===== config.mk =====
export PLATFORM = sky130hd
export DESIGN_NAME = instr_fetch_unit
export DESIGN_NICKNAME = d
export VERILOG_FILES = /design/src/rtl/luna_isa_pkg.sv /design/src/rtl/fetch_skid_buffer.sv /design/src/rtl/instr_fetch_unit.sv
export SDC_FILE = /design/constraint.sdc
export NUM_CORES = 1
export LEC_CHECK = 0
export BUFFER_PORTS_ARGS = -buffer_cell sky130_fd_sc_hd__buf_2
export CAP_MARGIN = 20
export CORE_ASPECT_RATIO = 1.1
export CORE_MARGIN = 2
export CORE_UTILIZATION = 40
export DETAILED_ROUTE_END_ITERATION = 16
export HOLD_SLACK_MARGIN = 0.12
export PLACE_DENSITY_LB_ADDON = 0.1
export SYNTH_ARGS = -nofsm -noshare
export SYNTH_HDL_FRONTEND = slang
export SYNTH_HIERARCHICAL = 1
export SYNTH_SLANG_ARGS = --single-unit

===== constraint.sdc =====
create_clock -name clk -period 2.6 [get_ports clk]
set_clock_uncertainty 0.2 [all_clocks]
set_input_delay 0.13 -clock clk [delete_from_list [all_inputs] [get_ports clk]]
set_output_delay 0.13 -clock clk [all_outputs]
set_load 0.05 [all_outputs]

===== src/rtl/luna_isa_pkg.sv =====
// luna_isa_pkg: instruction field positions, jump codes and fetch-unit state encodings shared across the CPU.
package luna_isa_pkg;

    localparam int INSTR_W  = 16;
    localparam int TYPE_BIT = 15;
    localparam int JMP_MSB  = 2;
    localparam int JMP_LSB  = 0;

    localparam logic [JMP_MSB-JMP_LSB:0] JMP_ALWAYS = 3'b111;

    // Outstanding-read tracking for the fetch unit
    typedef enum logic [1:0] {
        IFU_IDLE = 2'd0,
        IFU_WAIT = 2'd1,
        IFU_KILL = 2'd2
    } ifu_state_e;

    // True for a control-type word whose jump field is the unconditional code
    function automatic logic is_jmp_always(input logic [INSTR_W-1:0] w);
        return !w[TYPE_BIT] && (w[JMP_MSB:JMP_LSB] == JMP_ALWAYS);
    endfunction

endpackage


===== src/rtl/fetch_skid_buffer.sv =====
// fetch_skid_buffer: one-entry {instr, pc} holding slot behind the fetch output register.
module fetch_skid_buffer #(
    parameter int DATA_W = 16,
    parameter int ADDR_W = 15
) (
    input  logic              clk,
    input  logic              rst,
    input  logic              push_i,
    input  logic              pop_i,
    input  logic              flush_i,
    input  logic [DATA_W-1:0] data_i,
    input  logic [ADDR_W-1:0] pc_i,
    output logic              valid_o,
    output logic [DATA_W-1:0] data_o,
    output logic [ADDR_W-1:0] pc_o
);

    logic              valid_q;
    logic [DATA_W-1:0] data_q;
    logic [ADDR_W-1:0] pc_q;

    // Push wins over a simultaneous pop so the slot refills in the same cycle it drains
    always_ff @(posedge clk) begin
        if (rst || flush_i) begin
            valid_q <= 1'b0;
        end else if (push_i) begin
            valid_q <= 1'b1;
        end else if (pop_i) begin
            valid_q <= 1'b0;
        end
        if (rst) begin
            data_q <= '0;
            pc_q   <= '0;
        end else if (push_i && !flush_i) begin
            data_q <= data_i;
            pc_q   <= pc_i;
        end
    end

    assign valid_o = valid_q;
    assign data_o  = data_q;
    assign pc_o    = pc_q;

endmodule


===== src/rtl/instr_fetch_unit.sv =====
// instr_fetch_unit: PC owner and ROM fetch front end with one outstanding read and a one-entry prefetch buffer.
// Halt detection (jump-always to its own address) is compiled in when IFU_HALT_DETECT_EN is defined.
module instr_fetch_unit
    import luna_isa_pkg::*;
#(
    parameter int                ADDR_W   = 15,
    parameter int                DATA_W   = INSTR_W,
    parameter logic [ADDR_W-1:0] RESET_PC = '0
) (
    input  logic              clk,
    input  logic              rst,
    output logic              rom_req,
    output logic [ADDR_W-1:0] rom_addr,
    input  logic              rom_valid,
    input  logic [DATA_W-1:0] rom_data,
    output logic [DATA_W-1:0] instr,
    output logic              instr_valid,
    input  logic              instr_ready,
    output logic [ADDR_W-1:0] pc,
    input  logic              set_pc,
    input  logic [15:0]       jump_target,
    output logic              halted
);

    ifu_state_e        state_q, state_d;
    logic [ADDR_W-1:0] fpc_q, fpc_d, rd_pc_q, rd_pc_d, pc_q, pc_d;
    logic [DATA_W-1:0] instr_q, instr_d;
    logic              ivalid_q, ivalid_d;
    logic              fire, redirect, resp, resp_to_out, issue, stop;
    logic              pb_valid, pb_push, pb_pop, pb_valid_nxt;
    logic [DATA_W-1:0] pb_data;
    logic [ADDR_W-1:0] pb_pc;

    assign fire         = ivalid_q & instr_ready;
    assign redirect     = fire & set_pc;
    assign resp         = rom_valid & (state_q == IFU_WAIT);
    assign resp_to_out  = resp & (~ivalid_q | fire) & ~pb_valid;
    assign pb_pop       = fire & pb_valid;
    assign pb_push      = resp & ~resp_to_out & ~redirect;
    assign pb_valid_nxt = ~redirect & (pb_push | (pb_valid & ~pb_pop));

`ifdef IFU_HALT_DETECT_EN
    logic halted_q, halted_d;

    // Sticky halt on a taken jump-always that targets its own address
    always_comb halted_d = halted_q | (redirect & is_jmp_always(instr_q) & (jump_target[ADDR_W-1:0] == pc_q));

    // Halt flag register, cleared only by reset
    always_ff @(posedge clk) begin
        if (rst) halted_q <= 1'b0;
        else     halted_q <= halted_d;
    end

    assign stop = halted_q;
`else
    assign stop = 1'b0;
`endif

    assign halted = stop;

    if (ADDR_W < 16) begin : g_jt_unused
        logic unused_jt;
        assign unused_jt = ^jump_target[15:ADDR_W];
    end

    fetch_skid_buffer #(.DATA_W(DATA_W), .ADDR_W(ADDR_W)) u_skid (
        .clk    (clk),
        .rst    (rst),
        .push_i (pb_push),
        .pop_i  (pb_pop),
        .flush_i(redirect),
        .data_i (rom_data),
        .pc_i   (rd_pc_q),
        .valid_o(pb_valid),
        .data_o (pb_data),
        .pc_o   (pb_pc)
    );

    // FSM state register
    always_ff @(posedge clk) begin
        if (rst) state_q <= IFU_IDLE;
        else     state_q <= state_d;
    end

    // FSM next state: a redirect with no response this cycle leaves a stale read to discard
    always_comb begin
        state_d = state_q;
        case (state_q)
            IFU_IDLE: state_d = issue ? IFU_WAIT : IFU_IDLE;
            IFU_WAIT: state_d = rom_valid ? (issue ? IFU_WAIT : IFU_IDLE) : (redirect ? IFU_KILL : IFU_WAIT);
            IFU_KILL: state_d = rom_valid ? IFU_IDLE : IFU_KILL;
            default:  state_d = IFU_IDLE;
        endcase
    end

    // FSM outputs: issue only when a slot is guaranteed free for the returning word
    always_comb begin
        issue    = ~rst & ~redirect & ~stop
                 & ((state_q == IFU_IDLE) | ((state_q == IFU_WAIT) & rom_valid))
                 & ~(ivalid_d & pb_valid_nxt);
        rom_req  = issue;
        rom_addr = fpc_q;
        fpc_d    = redirect ? jump_target[ADDR_W-1:0] : (issue ? fpc_q + 1'b1 : fpc_q);
        rd_pc_d  = issue ? fpc_q : rd_pc_q;
    end

    // Output register next state: the prefetch slot drains first so order is preserved
    always_comb begin
        ivalid_d = redirect ? 1'b0 : (fire ? (pb_valid | resp) : (ivalid_q | resp_to_out));
        instr_d  = pb_pop ? pb_data : (resp_to_out ? rom_data : instr_q);
        pc_d     = pb_pop ? pb_pc : (resp_to_out ? rd_pc_q : pc_q);
    end

    // Fetch PC, in-flight read address and presented instruction registers
    always_ff @(posedge clk) begin
        if (rst) begin
            fpc_q    <= RESET_PC;
            rd_pc_q  <= RESET_PC;
            instr_q  <= '0;
            pc_q     <= '0;
            ivalid_q <= 1'b0;
        end else begin
            fpc_q    <= fpc_d;
            rd_pc_q  <= rd_pc_d;
            instr_q  <= instr_d;
            pc_q     <= pc_d;
            ivalid_q <= ivalid_d;
        end
    end

    assign instr       = instr_q;
    assign instr_valid = ivalid_q;
    assign pc          = pc_q;

endmodule


Word level (Yosys, flattened, before mapping)
Index checks and enable logic that the tools add are counted.
{"block": "totals", "regBits": 96, "output_inout_bits": 49, "in_bits": 37}
{"block": "op_classes", "n_bitwise": 26, "n_addsub": 1, "eq_ne": 2, "muxes": 15, "reduce_logical": 7}
{"op": "15-bit 2-to-1 mux", "n": 4}
{"op": "16-bit 2-to-1 mux", "n": 2}
{"op": "15-bit by 1-bit adder with 15-bit output, second input constant", "n": 1}
{"op": "1-bit AND", "n": 14}
{"op": "1-bit NOT", "n": 7}
{"op": "2-bit 2-to-1 mux", "n": 3}
{"op": "2-bit one-hot mux with 3 select lines", "n": 1}
{"op": "2-bit nonzero test", "n": 3}
{"op": "1-bit 2-to-1 mux", "n": 5}
{"op": "1-bit OR", "n": 5}
{"op": "2-bit by 1-bit equality test with 1-bit output, second input constant", "n": 1}
{"op": "2-bit equality test, second input constant", "n": 1}
{"op": "2-bit logical NOT", "n": 1}
{"op": "1-bit logical AND", "n": 1}
{"op": "1-bit logical NOT", "n": 1}
{"op": "1-bit logical OR", "n": 1}

Depth between registers and ports, before layout
Gate-level depths: netlist of the first run.
{"block": "depth", "depth_word": 15, "depth_mapped": 8, "ltp_nobuf": 5}

By module
Netlist of the first run, hierarchy kept.
{"mod": "instr_fetch_unit", "cells_each": 341, "n_inst": 1, "area_per_inst_um2": 2989.1}
{"mod": "fetch_skid_buffer", "cells_each": 144, "n_inst": 1, "area_per_inst_um2": 1448.9}

Worst setup path after synthesis of the first run
No wires, ideal clock.
{"block": "synth_timing", "kind": "reg2reg", "start": "register ivalid_q, in the netlist instr_valid", "end": "register u_skid.data_q[0], in the netlist u_skid/data_o[0]", "setup_time_ns": 0.118, "arrival_ns": 2.438, "required_time_ns": 2.282, "path_stages_with_launch": 9, "slack_ns": -0.156, "path_buffers": 3, "path_cell_list": "dfxtp_1 -> nor2b_1 -> or3_1 -> clkbuf_1 -> buf_2 -> nor3b_1 -> nor2b_4 -> buf_4 -> o21ai_1"}
{"block": "synth_via", "elab_chain_cells": 8, "word_cells_on_any_way": 12, "classes_between": "bitwise (10); reduce/logical (2)"}
{"element": "from (decl)", "line": "instr_fetch_unit.sv:28", "source": "logic ivalid_q, ivalid_d;"}
{"element": "from (signal assigned)", "line": "instr_fetch_unit.sv:127", "source": "ivalid_q <= ivalid_d;"}
{"element": "1-bit AND or 1-bit NOT (tied branches)", "line": "instr_fetch_unit.sv:34, instr_fetch_unit.sv:37"}
{"element": "1-bit OR", "line": "instr_fetch_unit.sv:37", "source": "assign resp_to_out = resp & (~ivalid_q | fire) & ~pb_valid;"}
{"element": "1-bit AND (2 in series)", "line": "instr_fetch_unit.sv:37"}
{"element": "1-bit NOT", "line": "instr_fetch_unit.sv:39", "source": "assign pb_push = resp & ~resp_to_out & ~redirect;"}
{"element": "1-bit AND", "line": "instr_fetch_unit.sv:39"}
{"element": "1-bit AND *", "line": "instr_fetch_unit.sv:39"}
{"element": "named net pb_push", "line": "instr_fetch_unit.sv:30", "source": "logic pb_valid, pb_push, pb_pop, pb_valid_nxt;"}
{"element": "1-bit logical AND *", "line": "fetch_skid_buffer.sv:34", "source": "end else if (push_i && !flush_i) begin"}
{"element": "to (signal assigned)", "line": "fetch_skid_buffer.sv:35", "source": "data_q <= data_i;"}
{"element": "to (decl)", "line": "fetch_skid_buffer.sv:19", "source": "logic [DATA_W-1:0] data_q;"}
Mark *: on every way through the listed nets, which the timed path passes. The rest lies on a longest branch.
A chain may end at the register's enable or synchronous reset.

Worst setup path in the final report of the first run
{"block": "layout_timing", "start": "input instr_ready", "end": "register fpc_q[9], in the netlist rom_addr[9]"}
{"block": "layout_via", "elab_chain_cells": 13, "word_cells_on_any_way": 24, "classes_between": "mux (3); bitwise (20); reduce/logical (1)"}
{"element": "from (decl)", "line": "instr_fetch_unit.sv:18", "source": "input logic instr_ready,"}
{"element": "1-bit AND *", "line": "instr_fetch_unit.sv:34", "source": "assign fire = ivalid_q & instr_ready;"}
{"element": "1-bit OR", "line": "instr_fetch_unit.sv:37"}
{"element": "1-bit AND (2 in series)", "line": "instr_fetch_unit.sv:37"}
{"element": "1-bit NOT", "line": "instr_fetch_unit.sv:39"}
{"element": "1-bit AND (2 in series)", "line": "instr_fetch_unit.sv:39"}
{"element": "1-bit OR", "line": "instr_fetch_unit.sv:40", "source": "assign pb_valid_nxt = ~redirect & (pb_push | (pb_valid & ~pb_pop));"}
{"element": "1-bit AND", "line": "instr_fetch_unit.sv:40"}
{"element": "1-bit AND", "line": "instr_fetch_unit.sv:100", "source": "& ~(ivalid_d & pb_valid_nxt);"}
{"element": "1-bit NOT", "line": "instr_fetch_unit.sv:100"}
{"element": "1-bit AND", "line": "instr_fetch_unit.sv:100"}
{"element": "2-bit nonzero test (no source line)"}
{"element": "to (signal assigned)", "line": "instr_fetch_unit.sv:123", "source": "fpc_q <= fpc_d;"}
{"element": "to (decl)", "line": "instr_fetch_unit.sv:26", "source": "logic [ADDR_W-1:0] fpc_q, fpc_d, rd_pc_q, rd_pc_d, pc_q, pc_d;"}
Every way passes the cells marked *; elsewhere a longest branch is shown, timed or not.

==> results of run 1 <==
-- cells by family after synthesis --
logic type | synth area share, %
AND/OR/NAND/NOR | 25.4
AO/OA/AOI/OAI | 18.6
flip-flops | 43.3
buffers and inverters | 5.10
multiplexers | 6.99
adder cells (fa/ha/maj) | 0.282
other | 0.0845
XOR/XNOR | 0.197
-- area by class of cell --
type,instances,area [um2]
fillers,1047,5270
flip-flops and latches,96,1920
inverters,3,11.3
clock buffers,12,267
multi-input cells,339,2300
well taps,147,184
clock inverters,4,51.3
repair buffers,130,856
-- worst register-to-register path: stages (launching register included) --
cell and delay [ps]:
dfxtp_1 340, or2_1 260, a2111o_1 670, or4_1 610, a311oi_1 250
-- state kept, by name, summed over array words and instances, names as in the netlist --
signal          count
instr              16
instr_valid         1
rd_pc_q            15
state_q             2
u_skid/pc_o        15
u_skid/data_o      16
u_skid/valid_o      1
rom_addr           15
pc                 15
-- power groups by stage --
stage	Sequential, mW	Clock [mW]	Combinational, mW
5_1_grt	1.57	1.47	0.530
4_1_cts	1.57	1.42	0.493
6_report	1.57	1.39	0.490
2_1_floorplan	1.70	0	0.229
3_5_place_dp	1.60	0	0.454
3_3_place_gp	1.60	0	0.450
-- worst max-delay path by stage --
stage / cells after the start / start / end
3_5_place_dp: 5 / state_q[0]$_SDFF_PP0_ / rom_addr[12]$_SDFFE_PP0P_
2_1_floorplan: 8 / instr_valid$_SDFF_PP0_ / u_skid/data_o[0]$_SDFFE_PP0P_
4_1_cts: 5 / state_q[0]$_SDFF_PP0_ / rom_addr[12]$_SDFFE_PP0P_
3_3_place_gp: 5 / state_q[0]$_SDFF_PP0_ / rom_addr[12]$_SDFFE_PP0P_
5_1_grt: 4 / state_q[0]$_SDFF_PP0_ / rom_addr[10]$_SDFFE_PP0P_
6_report: 6 / instr_ready / rom_addr[9]$_SDFFE_PP0P_
-- cell usage in the layout, fill, tap and decap left out, types with 14 or more instances in the layout --
master	count
dfxtp_1	95
buf_2	82
nor2_1	50
dlygate4sd3_1	34
nand2b_1	33
a211oi_1	33
mux2i_1	31
nand4bb_1	31
o21ai_1	31
nand3_1	18
a21oi_1	18
o21ai_0	16
buf_4	14
-- stage by stage --
| stage | instance area (um2) | instances | hold WS (ps) |
|---|---|---|---|
| final | 5590 | 731 | 119 |
| after detailed placement | 4930 | 681 | 149 |
| after CTS | 5590 | 731 | 121 |
| after global routing | 5590 | 731 | 163 |
| after global placement | 4930 | 681 | 146 |
| after floorplan | 4440 | 485 | 9.31 |
-- layer usage --
layer  global-route usage, %  vias to the layer above
li1                        -                     1980
met1                    25.7                     1858
met2                    30.2                       88
met3                    3.02                       11
met4                    7.03                        0
met5                       0                        -
==> flow_summary_export.csv, run 1 <==
group,metric,value,unit
run,drv_cap,0,
sta,worst_slack,186,ps
drt,dr_wl_met2,4890,um
grt,grt_usage,18.8,%
logic_synthesis,synth.top_cell.area_share,43.3,%
clock_tree,cts.clk_slew.worst_paths,70,ps
hold_path,hp-start,"rst",
power,ir_drop,0.436,mV
power,power_leakage,2.33,nW
worst_setup_path,arrival,2470,ps
floorplanning,die-area,0.0120,mm2
sta,final_max_slew_viol_count,0,
clock_tree,postCtsSetupRepairBufs,0,
logic_synthesis,synth_edf_count,0,
sta,fin_crit,2410,ps
cells_and_area,fin_nets,617,
worst_setup_path,path_cells,"dlygate4sd3_1 -> buf_2 -> nor2b_1 -> a2111o_1 -> or4_1 -> a311oi_1",
logic_synthesis,synth_top_area_cell,"dfxtp_1",
power,p_per_area,616,mW/mm2
grt,gr-total-overflow,0,
worst_setup_path,r2r_end,"rom_addr[9]$_SDFFE_PP0P_",
power,netSwitchingFraction,26.5,%
grt,grt_max_degree,92,
power,power.total,3.44,mW
clock_tree,htree_levels,3,
clock_tree,cts-root-buf,"clkbuf_16",
sta,relSlewSlack,45.1,%
clock_tree,numCtsBuffers,9,
floorplanning,initial_core_util,40.9,%
clock_tree,clkSinkCount,96,
sta,setup_tns,0,ps
floorplanning,die_y,114,um
drt,wl_per_cell,15.2,um
logic_synthesis,synthFlopType,"dfxtp_1",
worst_setup_path,reg2reg_from,"state_q[0]$_SDFF_PP0_",
worst_setup_path,endpoint_kind,"flop",
worst_setup_path,cp_num_buf_inv,2,
drt,dr.first_iter.drc_count,199,
floorplanning,pin_count,86,
sta,hold_viol,0,
logic_synthesis,ys_async_sr_fraction,0,%
power,power_frac_seq,45.5,%
cells_and_area,antenna_cells,0,
hold_path,whs_path_depth,3,
place,preCtsSetupSlack,189,ps
drt,met3_length,424,um
cells_and_area,drive_above_1_share,20.4,%
logic_synthesis,yosysUniqueCellTypes,46,
drt,vias_per_cell,5.39,
logic_synthesis,yosysWarningCount,6,
hold_path,hold_path.class,"input pin to flop",
sta,worst-slew-pin-transition,822,ps
clock_tree,clock_path_buffers,2,
logic_synthesis,synth_seq_area_share,43.3,%
outcome,outcome,"complete, no violations",
clock_tree,clock_latency,340,ps
power,power_frac_comb,14.2,%
clock_tree,cts_tree,"built",
sta,finalSetupViolCount,0,
worst_setup_path,r2r_cells,4,
logic_synthesis,netlist_instances,485,
sta,fmax,414,MHz
cells_and_area,fin_util,51.5,%
sta,finalCritPeriodShare,92.9,%
drt,drt.antenna.violating_nets,0,
drt,via_count,3937,
logic_synthesis,yosysMostFrequentCell,"dfxtp_1",
clock_tree,cts-hold-fix-buffers,34,
logic_synthesis,synthesis.nets,523,
place,place_hpwl,6730,um
logic_synthesis,synth_area,0.00444,mm2
place,io_buffers,83,
worst_setup_path,crit_slowest_cell,"a2111o_1",
power,power.internal,2.53,mW
hold_path,worstHoldEndpoint,"instr[4]$_SDFFE_PP0P_",
place,gp_congestion,0.762,
worst_setup_path,crit_type,"input pin to flop",
grt,grt_pass1_wl,18400,um
logic_synthesis,avgSynthCellArea,9.15,um2
worst_setup_path,path_delay_family,"compound AO/OA/AOI/OAI gates",
grt,antenna_found_initial,0,
floorplanning,design.core.area,0.0109,mm2
drt,drt_pass1_iterations,4,
worst_setup_path,critPathMaxFanout,25,
sta,grt_setup_unrepaired,"false",
drt,top_layer,"met4",
logic_synthesis,yosys-top-cells-area,"dfxtp_1 (43%), nand4bb_1 (7.9%), mux2i_1 (7.0%)",
worst_setup_path,start_kind,"input pin",
logic_synthesis,yosys-top-cells-count,"dfxtp_1 (96), nor2_1 (50), a211oi_1 (33), nand2b_1 (33)",
worst_setup_path,worstPathRequired,2650,ps
floorplanning,die_width,104,um
cells_and_area,syn2layout_area_growth,26.0,%
power,pwr-share-clk,40.3,%
drt,drc,0,
grt,grt_pass1_vias,3669,
logic_synthesis,synth-seq-cells,96,
worst_setup_path,cpPeakStageDelay,720,ps
drt,wl,11100,um
worst_setup_path,reg2reg_slack,190,ps
floorplanning,std_cell_rows,40,
power,p_sw,0.913,mW
clock_tree,post_cts_resized,0,
drt,met1_length,5620,um
Power figures use the tool's default switching activity.
==> run 2, diff against run 1 <==
--- a/config.mk
+++ b/config.mk
@@ -9,7 +9,7 @@
 export CAP_MARGIN = 20
 export CORE_ASPECT_RATIO = 1.1
 export CORE_MARGIN = 2
-export CORE_UTILIZATION = 40
+export CORE_UTILIZATION = 35
 export DETAILED_ROUTE_END_ITERATION = 16
 export HOLD_SLACK_MARGIN = 0.12
 export PLACE_DENSITY_LB_ADDON = 0.1
==> flow_summary_export.csv, run 2 (synthesis gave the netlist of run 1 again) <==
group,metric,value,unit
worst_setup_path,crit_slowest_cell,"nor2b_4",
drt,wl,12000,um
hold_path,whs_path_depth,5,
hold_path,hold_path.class,"input pin to flop",
place,place_hpwl,7210,um
place,gp_congestion,0.755,
floorplanning,design.core.area,0.0125,mm2
floorplanning,initial_core_util,35.6,%
clock_tree,cts_tree,"built",
place,io_buffers,83,
hold_path,worstHoldEndpoint,"rd_pc_q[0]$_SDFFE_PP0N_",
sta,fmax,417,MHz
cells_and_area,nFillCells,1274,
place,dpl_cell_area,0.00495,mm2
worst_setup_path,reg2reg_slack,210,ps
clock_tree,clock_latency,340,ps
clock_tree,cts-root-buf,"clkbuf_16",
outcome,outcome,"complete, no violations",
sta,worst-slew-pin-transition,816,ps
clock_tree,clkSinkCount,96,
cells_and_area,layout_commonest_cell,"dfxtp_1",
cells_and_area,antenna_cells,0,
grt,grt_pass1_vias,3720,
grt,grt.busiest_layer,"met2",
cells_and_area,design_area,0.00561,mm2
grt,antenna_found_initial,0,
clock_tree,clock_path_buffers,2,
sta,final_max_slew_viol_count,0,
drt,vias_per_cell,5.35,
power,power_leakage,2.34,nW
sta,finalCritPeriodShare,92.3,%
cells_and_area,syn2layout_area_growth,26.4,%
worst_setup_path,cp_num_buf_inv,2,
power,ir_drop,0.250,mV
sta,fin_crit,2400,ps
floorplanning,die_y,122,um
grt,met3_usage,2.39,%
worst_setup_path,r2r_end,"rom_addr[6]$_SDFFE_PP0P_",
cells_and_area,fin_nets,623,
worst_setup_path,path_delay_family,"simple AND/OR/NAND/NOR gates",
worst_setup_path,worstPathRequired,2590,ps
grt,grt_max_degree,64,
worst_setup_path,start_kind,"input pin",
worst_setup_path,endpoint_kind,"flop",
sta,finalSetupViolCount,0,
cells_and_area,layout_common_cells,"dfxtp_1 (95), buf_2 (82), nor2_1 (50)",
sta,hold_viol,0,
worst_setup_path,r2r_cells,6,
sta,grt_setup_unrepaired,"false",
grt,use_met1,23.9,%
cells_and_area,drive_above_1_share,20.3,%
worst_setup_path,crit_type,"input pin to flop",
sta,relSlewSlack,45.5,%
worst_setup_path,arrival,2390,ps
grt,grt_usage,17.2,%
floorplanning,pin_count,86,
power,p_per_area,587,mW/mm2
grt,gr-total-overflow,0,
worst_setup_path,reg2reg_from,"u_skid/valid_o$_SDFFE_PP0P_",
floorplanning,die_width,111,um
drt,via_count,4000,
drt,wl_per_cell,16.0,um
floorplanning,std_cell_rows,43,
floorplanning,die-area,0.0136,mm2
worst_setup_path,path_cells,"dlygate4sd3_1 -> buf_2 -> nor2b_1 -> or3_2 -> nor3b_2 -> nor2b_4 -> o21ai_1",
clock_tree,htree_levels,3,
run,drv_cap,0,
sta,setup_tns,0,ps
clock_tree,cts.clk_slew.worst_paths,60,ps
drt,drc,0,
hold_path,hp-start,"set_pc",
clock_tree,numCtsBuffers,9,
drt,drt.antenna.violating_nets,0,
drt,dr.first_iter.drc_count,208,
worst_setup_path,cpPeakStageDelay,710,ps
grt,grt_pass1_wl,19100,um
drt,drt_pass1_iterations,4,
worst_setup_path,critPathMaxFanout,31,
grt,grtUsageMet2,27.3,%
## run 2: worst reg2reg max path: cells and delay by family, from the launching register on
family,cells,cell delay (ps)
AND/OR/NAND/NOR,2,760
AO/OA/AOI/OAI,2,690
flip-flops,1,360
buffers and inverters,2,320
## run 2: layout make-up
type / count / area (um2) / share of cell area [%]
Clock buffer: 13 / 250 / 4.46
Multi-Input combinational cell: 340 / 2310 / 41.2
Inverter: 3 / 11.3 / 0.201
Timing Repair Buffer: 135 / 898 / 16.0
Tap cell: 157 / 196 / 3.50
Sequential cell: 96 / 1920 / 34.3
Clock inverter: 3 / 17.5 / 0.312
## run 2: how the worst max path moves through the flow
stage / startpoint / endpoint / slack, ps / cells after the start
after CTS: u_skid/valid_o$_SDFFE_PP0P_ / rom_req / 30 / 5
after global routing: rst / rom_addr[9]$_SDFFE_PP0P_ / 10 / 6
after floorplan: instr_valid$_SDFF_PP0_ / u_skid/data_o[0]$_SDFFE_PP0P_ / 50 / 8
after detailed placement: u_skid/valid_o$_SDFFE_PP0P_ / rom_addr[10]$_SDFFE_PP0P_ / 170 / 4
after global placement: u_skid/valid_o$_SDFFE_PP0P_ / rom_addr[9]$_SDFFE_PP0P_ / 230 / 4
final: instr_ready / u_skid/data_o[8]$_SDFFE_PP0P_ / 200 / 7
## run 2: where the power goes
part | internal (mW) | total [mW] | switching [mW]
clock | 0.673 | 1.22 | 0.544
sequential | 1.52 | 1.57 | 0.0442
combinational | 0.190 | 0.505 | 0.315
## run 2: timing repair
action | CTS | global route
endpoints found under the hold margin | 50 | 0
gates resized for setup | 0 | 1
endpoints found under the setup margin | 0 | 2
setup buffers | 0 | 3
hold buffers | 36 | 0
## run 2: stage by stage
| stage | hold WS (ps) | utilization [%] | setup slack [ps] | cells | power, mW |
|---|---|---|---|---|---|
| after floorplan | 9.31 | - | 47.2 | 485 | 1.93 |
| after global placement | 147 | 39.6 | 232 | 691 | 2.05 |
| after detailed placement | 146 | 39.6 | 169 | 691 | 2.06 |
| after CTS | 205 | 44.7 | 26.2 | 743 | 3.32 |
| after global routing | 218 | 44.9 | 13.4 | 747 | 3.44 |
| final | 213 | 44.9 | 200 | 747 | 3.29 |
## run 2: per-layer routing
metal | routed length, um | vias to the layer above
met5 | 0 | -
met4 | 186 | 0
met3 | 385 | 14
met2 | 5530 | 71
met1 | 5860 | 1910
li1 | - | 2005
